==> src/rtl/kudu_dv_mem_cmd_tracker_if.sv <==
// Request/response/record bundle for kudu_dv_mem_cmd_tracker.
// master = stimulus/bus side, slave = tracker.
interface kudu_dv_mem_cmd_tracker_if #(
  parameter int DataW = 65,
  parameter int AddrW = 30
);
  logic                      req_valid_i;
  logic                      req_ready_o;
  logic                      req_we_i;
  logic [3:0]                req_be_i;
  logic [AddrW-1:0]          req_addr_i;
  logic [DataW-1:0]          req_wdata_i;
  logic                      req_is_cap_i;
  logic                      req_is_lrsc_i;
  logic [7:0]                req_flag_i;
  logic                      rsp_valid_i;
  logic [DataW-1:0]          rsp_rdata_i;
  logic                      rsp_err_i;
  logic                      rsp_sc_i;
  logic                      cmd_valid_o;
  logic                      cmd_ready_i;
  logic [17+AddrW+2*DataW-1:0] cmd_o;
  logic                      orphan_err_o;
  logic                      sc_mismatch_o;
  logic                      timeout_o;
  logic [31:0]               txn_cnt_o;

  modport master (
    output req_valid_i, req_we_i, req_be_i, req_addr_i, req_wdata_i,
           req_is_cap_i, req_is_lrsc_i, req_flag_i,
           rsp_valid_i, rsp_rdata_i, rsp_err_i, rsp_sc_i, cmd_ready_i,
    input  req_ready_o, cmd_valid_o, cmd_o, orphan_err_o, sc_mismatch_o,
           timeout_o, txn_cnt_o
  );

  modport slave (
    input  req_valid_i, req_we_i, req_be_i, req_addr_i, req_wdata_i,
           req_is_cap_i, req_is_lrsc_i, req_flag_i,
           rsp_valid_i, rsp_rdata_i, rsp_err_i, rsp_sc_i, cmd_ready_i,
    output req_ready_o, cmd_valid_o, cmd_o, orphan_err_o, sc_mismatch_o,
           timeout_o, txn_cnt_o
  );
endinterface

==> src/rtl/kudu_dv_mem_cmd_tracker.sv <==
// Pairs in-order mem requests with responses into FWFT mem_cmd records; >=1 cycle req->rsp.
// Requests stall when pending or pending+out would exceed capacity; KUDU_DV_MEM_TIMEOUT_EN adds a head-age watchdog.
module kudu_dv_mem_cmd_tracker #(
  parameter int DataW          = 65,
  parameter int AddrW          = 30,
  parameter int MaxOutstanding = 4,
  parameter int OutDepth       = 8,
  parameter int TimeoutCycles  = 1024
) (
  input logic                      clk_i,
  input logic                      rst_i,
  kudu_dv_mem_cmd_tracker_if.slave bus
);
  localparam int PPW = (MaxOutstanding > 1) ? $clog2(MaxOutstanding) : 1;
  localparam int OPW = (OutDepth > 1) ? $clog2(OutDepth) : 1;
  localparam int CW  = $clog2(OutDepth + 1) + 1;
  localparam logic [CW-1:0]  MaxC  = CW'(MaxOutstanding);
  localparam logic [CW-1:0]  DepC  = CW'(OutDepth);
  localparam logic [PPW-1:0] PLast = PPW'(MaxOutstanding - 1);
  localparam logic [OPW-1:0] OLast = OPW'(OutDepth - 1);

  typedef struct packed {
    logic [7:0]       flag;
    logic             is_cap;
    logic             is_lrsc;
    logic             we;
    logic [3:0]       be;
    logic [AddrW-1:0] addr;
    logic [DataW-1:0] wdata;
  } req_t;

  typedef struct packed {
    req_t             req;
    logic [DataW-1:0] rdata;
    logic             err;
    logic             sc_resp;
  } cmd_t;

  req_t pend_mem [MaxOutstanding];
  cmd_t out_mem  [OutDepth];

  logic [PPW-1:0]   pend_wr_q, pend_rd_q;
  logic [OPW-1:0]   out_wr_q, out_rd_q;
  logic [CW-1:0]    pend_cnt_q, pend_cnt_d, out_cnt_q, out_cnt_d;
  logic [31:0]      txn_cnt_q;
  logic             orphan_q, sc_mis_q, resv_valid_q;
  logic [AddrW-1:0] resv_addr_q;

  logic req_ready, req_fire, rsp_hit, cmd_valid, cmd_fire, sc_expect;
  req_t head, req_in;
  cmd_t rec;

  function automatic logic [PPW-1:0] pinc(input logic [PPW-1:0] p);
    return (p == PLast) ? '0 : p + 1'b1;
  endfunction

  function automatic logic [OPW-1:0] oinc(input logic [OPW-1:0] p);
    return (p == OLast) ? '0 : p + 1'b1;
  endfunction

  always_comb begin
    req_ready   = (pend_cnt_q < MaxC) && ((pend_cnt_q + out_cnt_q) < DepC);
    req_fire    = bus.req_valid_i && req_ready;
    rsp_hit     = bus.rsp_valid_i && (pend_cnt_q != '0);
    cmd_valid   = (out_cnt_q != '0);
    cmd_fire    = cmd_valid && bus.cmd_ready_i;
    head        = pend_mem[pend_rd_q];
    req_in      = '{flag: bus.req_flag_i, is_cap: bus.req_is_cap_i,
                    is_lrsc: bus.req_is_lrsc_i, we: bus.req_we_i,
                    be: bus.req_be_i, addr: bus.req_addr_i,
                    wdata: bus.req_wdata_i};
    rec.req     = head;
    rec.rdata   = head.we ? '0 : bus.rsp_rdata_i;
    rec.err     = bus.rsp_err_i;
    rec.sc_resp = head.is_lrsc && head.we && bus.rsp_sc_i;
    sc_expect   = resv_valid_q && (resv_addr_q == head.addr) && !bus.rsp_err_i;
    pend_cnt_d  = pend_cnt_q + CW'(req_fire) - CW'(rsp_hit);
    out_cnt_d   = out_cnt_q + CW'(rsp_hit) - CW'(cmd_fire);
  end

  // Storage is not reset; the counts alone define what is live.
  always_ff @(posedge clk_i) begin
    if (req_fire) pend_mem[pend_wr_q] <= req_in;
    if (rsp_hit)  out_mem[out_wr_q]   <= rec;
  end

  always_ff @(posedge clk_i or posedge rst_i) begin
    if (rst_i) begin
      pend_wr_q    <= '0;
      pend_rd_q    <= '0;
      out_wr_q     <= '0;
      out_rd_q     <= '0;
      pend_cnt_q   <= '0;
      out_cnt_q    <= '0;
      txn_cnt_q    <= '0;
      orphan_q     <= 1'b0;
      sc_mis_q     <= 1'b0;
      resv_valid_q <= 1'b0;
      resv_addr_q  <= '0;
    end else begin
      pend_cnt_q <= pend_cnt_d;
      out_cnt_q  <= out_cnt_d;
      if (req_fire) pend_wr_q <= pinc(pend_wr_q);
      if (rsp_hit) begin
        pend_rd_q <= pinc(pend_rd_q);
        out_wr_q  <= oinc(out_wr_q);
      end
      if (cmd_fire) begin
        out_rd_q  <= oinc(out_rd_q);
        txn_cnt_q <= txn_cnt_q + 32'd1;
      end
      if (bus.rsp_valid_i && (pend_cnt_q == '0)) orphan_q <= 1'b1;
      if (rsp_hit) begin
        if (head.is_lrsc && !head.we) begin
          if (!bus.rsp_err_i) begin
            resv_valid_q <= 1'b1;
            resv_addr_q  <= head.addr;
          end
        end else if (head.is_lrsc && head.we) begin
          if (bus.rsp_sc_i != sc_expect) sc_mis_q <= 1'b1;
          resv_valid_q <= 1'b0;
        end else if (head.we && !bus.rsp_err_i && (head.addr == resv_addr_q)) begin
          resv_valid_q <= 1'b0;
        end
      end
    end
  end

`ifdef KUDU_DV_MEM_TIMEOUT_EN
  logic [31:0] age_q, age_d;
  logic        timeout_q;

  // Compare the next age so the flag lands exactly TimeoutCycles after acceptance.
  always_comb age_d = ((pend_cnt_q == '0) || rsp_hit) ? 32'd0 : age_q + 32'd1;

  always_ff @(posedge clk_i or posedge rst_i) begin
    if (rst_i) begin
      age_q     <= '0;
      timeout_q <= 1'b0;
    end else begin
      age_q <= age_d;
      if (age_d == 32'(TimeoutCycles)) timeout_q <= 1'b1;
    end
  end

  assign bus.timeout_o = timeout_q;
`else
  logic unused_timeout_cfg;
  assign unused_timeout_cfg = (TimeoutCycles != 0);
  assign bus.timeout_o      = 1'b0;
`endif

  assign bus.req_ready_o   = req_ready;
  assign bus.cmd_valid_o   = cmd_valid;
  assign bus.cmd_o         = cmd_valid ? out_mem[out_rd_q] : '0;
  assign bus.orphan_err_o  = orphan_q;
  assign bus.sc_mismatch_o = sc_mis_q;
  assign bus.txn_cnt_o     = txn_cnt_q;
endmodule

==> src/flat_wrapper.sv <==
// flat-port wrapper written by rule: the top's interface ports become plain ports
module kudu_dv_mem_cmd_tracker_flat 
#(
  parameter int DataW          = 65,
  parameter int AddrW          = 30,
  parameter int MaxOutstanding = 4,
  parameter int OutDepth       = 8,
  parameter int TimeoutCycles  = 1024
)
  (clk_i, rst_i, bus_req_valid_i, bus_req_we_i, bus_req_be_i, bus_req_addr_i, bus_req_wdata_i, bus_req_is_cap_i, bus_req_is_lrsc_i, bus_req_flag_i, bus_rsp_valid_i, bus_rsp_rdata_i, bus_rsp_err_i, bus_rsp_sc_i, bus_cmd_ready_i, bus_req_ready_o, bus_cmd_valid_o, bus_cmd_o, bus_orphan_err_o, bus_sc_mismatch_o, bus_timeout_o, bus_txn_cnt_o);
  kudu_dv_mem_cmd_tracker_if #(.DataW(DataW), .AddrW(AddrW)) bus_i ();
  input logic clk_i;
  input logic rst_i;
  input wire logic [$bits(bus_i.req_valid_i)-1:0] bus_req_valid_i;
  input wire logic [$bits(bus_i.req_we_i)-1:0] bus_req_we_i;
  input wire logic [$bits(bus_i.req_be_i)-1:0] bus_req_be_i;
  input wire logic [$bits(bus_i.req_addr_i)-1:0] bus_req_addr_i;
  input wire logic [$bits(bus_i.req_wdata_i)-1:0] bus_req_wdata_i;
  input wire logic [$bits(bus_i.req_is_cap_i)-1:0] bus_req_is_cap_i;
  input wire logic [$bits(bus_i.req_is_lrsc_i)-1:0] bus_req_is_lrsc_i;
  input wire logic [$bits(bus_i.req_flag_i)-1:0] bus_req_flag_i;
  input wire logic [$bits(bus_i.rsp_valid_i)-1:0] bus_rsp_valid_i;
  input wire logic [$bits(bus_i.rsp_rdata_i)-1:0] bus_rsp_rdata_i;
  input wire logic [$bits(bus_i.rsp_err_i)-1:0] bus_rsp_err_i;
  input wire logic [$bits(bus_i.rsp_sc_i)-1:0] bus_rsp_sc_i;
  input wire logic [$bits(bus_i.cmd_ready_i)-1:0] bus_cmd_ready_i;
  output wire logic [$bits(bus_i.req_ready_o)-1:0] bus_req_ready_o;
  output wire logic [$bits(bus_i.cmd_valid_o)-1:0] bus_cmd_valid_o;
  output wire logic [$bits(bus_i.cmd_o)-1:0] bus_cmd_o;
  output wire logic [$bits(bus_i.orphan_err_o)-1:0] bus_orphan_err_o;
  output wire logic [$bits(bus_i.sc_mismatch_o)-1:0] bus_sc_mismatch_o;
  output wire logic [$bits(bus_i.timeout_o)-1:0] bus_timeout_o;
  output wire logic [$bits(bus_i.txn_cnt_o)-1:0] bus_txn_cnt_o;
  assign bus_i.req_valid_i = bus_req_valid_i;
  assign bus_i.req_we_i = bus_req_we_i;
  assign bus_i.req_be_i = bus_req_be_i;
  assign bus_i.req_addr_i = bus_req_addr_i;
  assign bus_i.req_wdata_i = bus_req_wdata_i;
  assign bus_i.req_is_cap_i = bus_req_is_cap_i;
  assign bus_i.req_is_lrsc_i = bus_req_is_lrsc_i;
  assign bus_i.req_flag_i = bus_req_flag_i;
  assign bus_i.rsp_valid_i = bus_rsp_valid_i;
  assign bus_i.rsp_rdata_i = bus_rsp_rdata_i;
  assign bus_i.rsp_err_i = bus_rsp_err_i;
  assign bus_i.rsp_sc_i = bus_rsp_sc_i;
  assign bus_i.cmd_ready_i = bus_cmd_ready_i;
  assign bus_req_ready_o = bus_i.req_ready_o;
  assign bus_cmd_valid_o = bus_i.cmd_valid_o;
  assign bus_cmd_o = bus_i.cmd_o;
  assign bus_orphan_err_o = bus_i.orphan_err_o;
  assign bus_sc_mismatch_o = bus_i.sc_mismatch_o;
  assign bus_timeout_o = bus_i.timeout_o;
  assign bus_txn_cnt_o = bus_i.txn_cnt_o;
  kudu_dv_mem_cmd_tracker #(.DataW(DataW), .AddrW(AddrW), .MaxOutstanding(MaxOutstanding), .OutDepth(OutDepth), .TimeoutCycles(TimeoutCycles)) u_core (.clk_i(clk_i), .rst_i(rst_i), .bus(bus_i));
endmodule
==> config.mk <==
export PLATFORM = sky130hd
export DESIGN_NAME = kudu_dv_mem_cmd_tracker_flat
export DESIGN_NICKNAME = d
export VERILOG_FILES = /design/src/rtl/kudu_dv_mem_cmd_tracker_if.sv /design/src/rtl/kudu_dv_mem_cmd_tracker.sv /design/src/flat_wrapper.sv
export SDC_FILE = /design/constraint.sdc
export NUM_CORES = 2
export LEC_CHECK = 0
export BUFFER_PORTS_ARGS = -buffer_cell sky130_fd_sc_hd__buf_2
export CORE_MARGIN = 5
export CORE_UTILIZATION = 55
export CTS_CLUSTER_SIZE = 24
export DETAILED_ROUTE_END_ITERATION = 10
export PLACE_DENSITY = 0.79
export SETUP_SLACK_MARGIN = 0.15
export SLEW_MARGIN = 20
export SYNTH_ARGS = -nofsm -noshare
export SYNTH_HDL_FRONTEND = slang
export SYNTH_SLANG_ARGS = --single-unit
==> constraint.sdc <==
create_clock -name clk_i -period 20.2 [get_ports clk_i]
set_input_delay 4.04 -clock clk_i [delete_from_list [all_inputs] [get_ports clk_i]]
set_output_delay 4.04 -clock clk_i [all_outputs]
set_load 0.02 [all_outputs]
==> results.toml <==
[pwr]
power.leakage_nw = 28.33
p_sw_mw = 4.242
seq_power_share_pct = 43.0
swShare_pct = 32.30
power.density_nw_per_um2 = 155.8
p_int_mw = 8.892
ir_drop_mv = 0.1104
pwr-share-clk_pct = 25.8
combPwrFrac_pct = 31.1

[clock_tree]
cts_buffer_depth = 3
clock_latency_ns = 0.81
hold_buffers = 0
cts_setup_buffers = 0
cts.sinks = 1941
clk_pin_slew_ns = 0.06
post_cts_resized = 0
tritoncts = "built"
cts_buffers = 189
cts-root-buf = "clkbuf_16"
htree_levels = 4

[logic_synthesis]
synth-edff-count = 1856
ys_warn_count = 0
synth_seq_area_share_pct = 78.15
synth_compound_area_share_pct = 0.1572
synth_xor_area_share_pct = 0.8163
synth_top_area_cell = "edfxtp_1"
synth_cells = 3271
synthAdderAreaFrac_pct = 0.5104
yosys.area_share.simple_pct = 2.233
synth_top_family_by_area = "multiplexers"
yosys_register_bits = 1941
synth.most_common_cell = "edfxtp_1"
synth_nets = 3482
yosys.area.top_type_share_pct = 75.28
synth_cell_types = 40
async_flop_share_pct = 4.379
netlist_area_um2 = 74030
ys.flop_type = "edfxtp_1"
netlist_top_cells_area = "edfxtp_1 75%, mux4_2 14%, dfrtp_1 2.9%, mux2i_1 2.4%, nor2_1 0.98%"
synth.area.mux_share_pct = 17.06
synthTopCellsByCount = "1856 x edfxtp_1, 464 x mux4_2, 194 x nor2_1, 177 x mux2i_1, 85 x dfrtp_1"
syn_area_per_cell_um2 = 22.63

[floorplan]
fp.dieH_um = 376.9
die_x_um = 376.9
initial_utilization_pct = 55.40
fp.coreArea_um2 = 133600
ios = 396
rows = 134
die_area_um2 = 142000

[timing]
whs_ns = 0.4608
fin_crit_sh_pct = 49.15
finalSetupTns_ns = 0
slew_violations = 0
worst_slew_pin_slew_ns = 1.099
min_period_ns = 9.929
max_freq_mhz = 100.7
slew_headroom_pct = 26.72
clock_skew_ns = 0.03635
hold_violations = 0
rsz0062_at_grt = "false"
setup_viol = 0

[global_route]
overflow = 0
grt_max_degree = 121
antenna_found_initial = 33
grt_pass1_wl_mm = 236.5
grt_pass1_vias = 36240
grtUsageTotal_pct = 22.66

[cells_and_area]
drive_gt1_share_pct = 32.13
n_fill_cell = 8724
multi_input_area_um2 = 15470
area_growth_pct = 13.86
finalNetCount = 3977
seqCellArea_um2 = 57880

[placement]
portBuffers = 394
dp_hpwl_mm = 86.84
place.gp.congestion = 0.7624

[setup_path]
critical_path.slowest_cell = "dfrtp_4"
endpoint_kind = "output port"
cp_cell_sequence = "buf_4 > buf_4 > buf_4 > buf_4 > mux4_2 > mux2i_1 > nor2_1 > buf_2"
crit_top_cell = "buf_4"
crit_path_max_fanout = 47
cp_data_required_time_ns = 16.16
critPathMaxStageDelay_ns = 0.89
startpoint_type = "flip-flop"
crit_type = "flip-flop to output port"
cp.arrival_ns = 5.89

[routing]
num_vias = 34650
detail-route-antenna-nets = 0
routedWlPerCell_um = 27.98
first_pass_iters = 5
route.detailed.drc = 0
via_per_inst = 6.068
drt_iter0_drc = 3440
drt-total-wl_mm = 159.8

[worst_hold_path]
hold_path_class = "flip-flop to flip-flop"

[run]
cap_violations = 0

[run_status]
status = "completed"
==> cell type report <==
class,instances,share of cell area [%]
repair buffers,459,3.006
clock inverters,115,1.115
diodes,18,0.05344
flip-flops and latches,1941,68.66
well taps,1768,2.624
multi-input cells,1146,18.35
clock buffers,235,6.053
inverters,29,0.1306
==> final timing paths <==
path,start,endpoint,slack (ns),cells past startpoint
setup / recovery,u_core.out_rd_q[0],bus_cmd_o[77],10.27,8
hold / removal,u_core.bus.orphan_err_o,u_core.bus.orphan_err_o,0.46,1
setup reg to reg,u_core.pend_cnt_q[2],u_core.out_mem[0][104],15.85,7
hold reg to reg,u_core.bus.orphan_err_o,u_core.bus.orphan_err_o,0.46,1
max in group asynchronous,rst_i,u_core.pend_rd_q[0],15.64,3
min in group asynchronous,rst_i,u_core.resv_addr_q[17],3.28,2
==> power by group through the flow <==
stage | combinational [mW] | clock [mW] | sequential [mW]
after floorplan | 2.89 | 0 | 5.72
after global placement | 4.04 | 0 | 5.69
after detailed placement | 4.12 | 0 | 5.73
after CTS | 4.15 | 3.46 | 5.66
after global routing | 4.39 | 3.63 | 5.70
final | 4.09 | 3.39 | 5.65
==> cells in the final DEF (no fill, tap or decap), types with 6 or more instances in the layout <==
cell,Yosys,final
edfxtp_1,1856,1856
mux4_2,464,463
buf_2,47,394
clkbuf_16,0,197
nor2_1,194,191
mux2i_1,177,177
dfrtp_1,85,80
nor2b_1,66,66
buf_4,1,59
xnor2_1,54,54
clkinv_2,0,45
mux2_2,36,36
clkbuf_1,76,35
clkinv_1,0,34
nand2_1,29,29
inv_1,29,28
ha_1,27,27
diode_2,0,18
nand4_1,17,17
xor2_1,15,15
clkinvlp_4,0,9
bufinv_16,0,9
nand3_1,8,8
nor3_1,11,7
a21o_1,6,6
inv_6,0,6
clkinv_4,0,6
==> metrics by stage <==
step / area, µm² / utilization (%) / setup slack [ns] / total power [mW] / cells
detailed placement: 78180 / 58.50 / 10.90 / 9.852 / 5342
finish: 84290 / 63.08 / 10.27 / 13.13 / 5711
global placement: 78180 / 58.50 / 11.02 / 9.733 / 5342
floorplan: 74040 / - / 2.866 / 8.615 / 3271
global route: 84270 / 63.06 / 9.616 / 13.72 / 5702
CTS: 84220 / 63.02 / 9.979 / 13.27 / 5692
==> critical path, delay by kind of cell (launching register included) <==
| family | cells | cell delay [ns] |
|---|---|---|
| buf+inv | 5 | 3.10 |
| mux | 2 | 0.81 |
| simple gates | 1 | 0.08 |
| flops | 1 | 0.89 |
==> metal layers <==
| layer | wire [µm] | GRT usage, % | up-vias |
|---|---|---|---|
| met2 | 80290 | 37.22 | 1567 |
| met4 | 4062 | 6.768 | 12 |
| met5 | 75 | 0 | - |
| li1 | - | - | 14520 |
| met1 | 62220 | 30.78 | 18270 |
| met3 | 13180 | 5.458 | 281 |
==> state kept, by name, summed over array words and instances (netlist names) <==
signal / flops
u_core.bus.sc_mismatch_o: 1
u_core.out_wr_q: 3
u_core.pend_cnt_q: 5
u_core.resv_valid_q: 1
u_core.out_rd_q: 3
u_core.pend_wr_q: 2
u_core.resv_addr_q: 30
u_core.pend_rd_q: 2
u_core.out_mem: 1416
u_core.out_cnt_q: 5
u_core.pend_mem: 440
u_core.bus.txn_cnt_o: 32
u_core.bus.orphan_err_o: 1
==> logic make-up after synthesis <==
| logic type | count (synthesis) |
|---|---|
| mux | 677 |
| other cells | 1 |
| xor+xnor | 69 |
| fa+ha+maj | 29 |
| buf+inv | 184 |
| simple gates | 353 |
| flops | 1941 |
| compound gates | 17 |
Note: power is estimated with default switching activity, not from simulation.
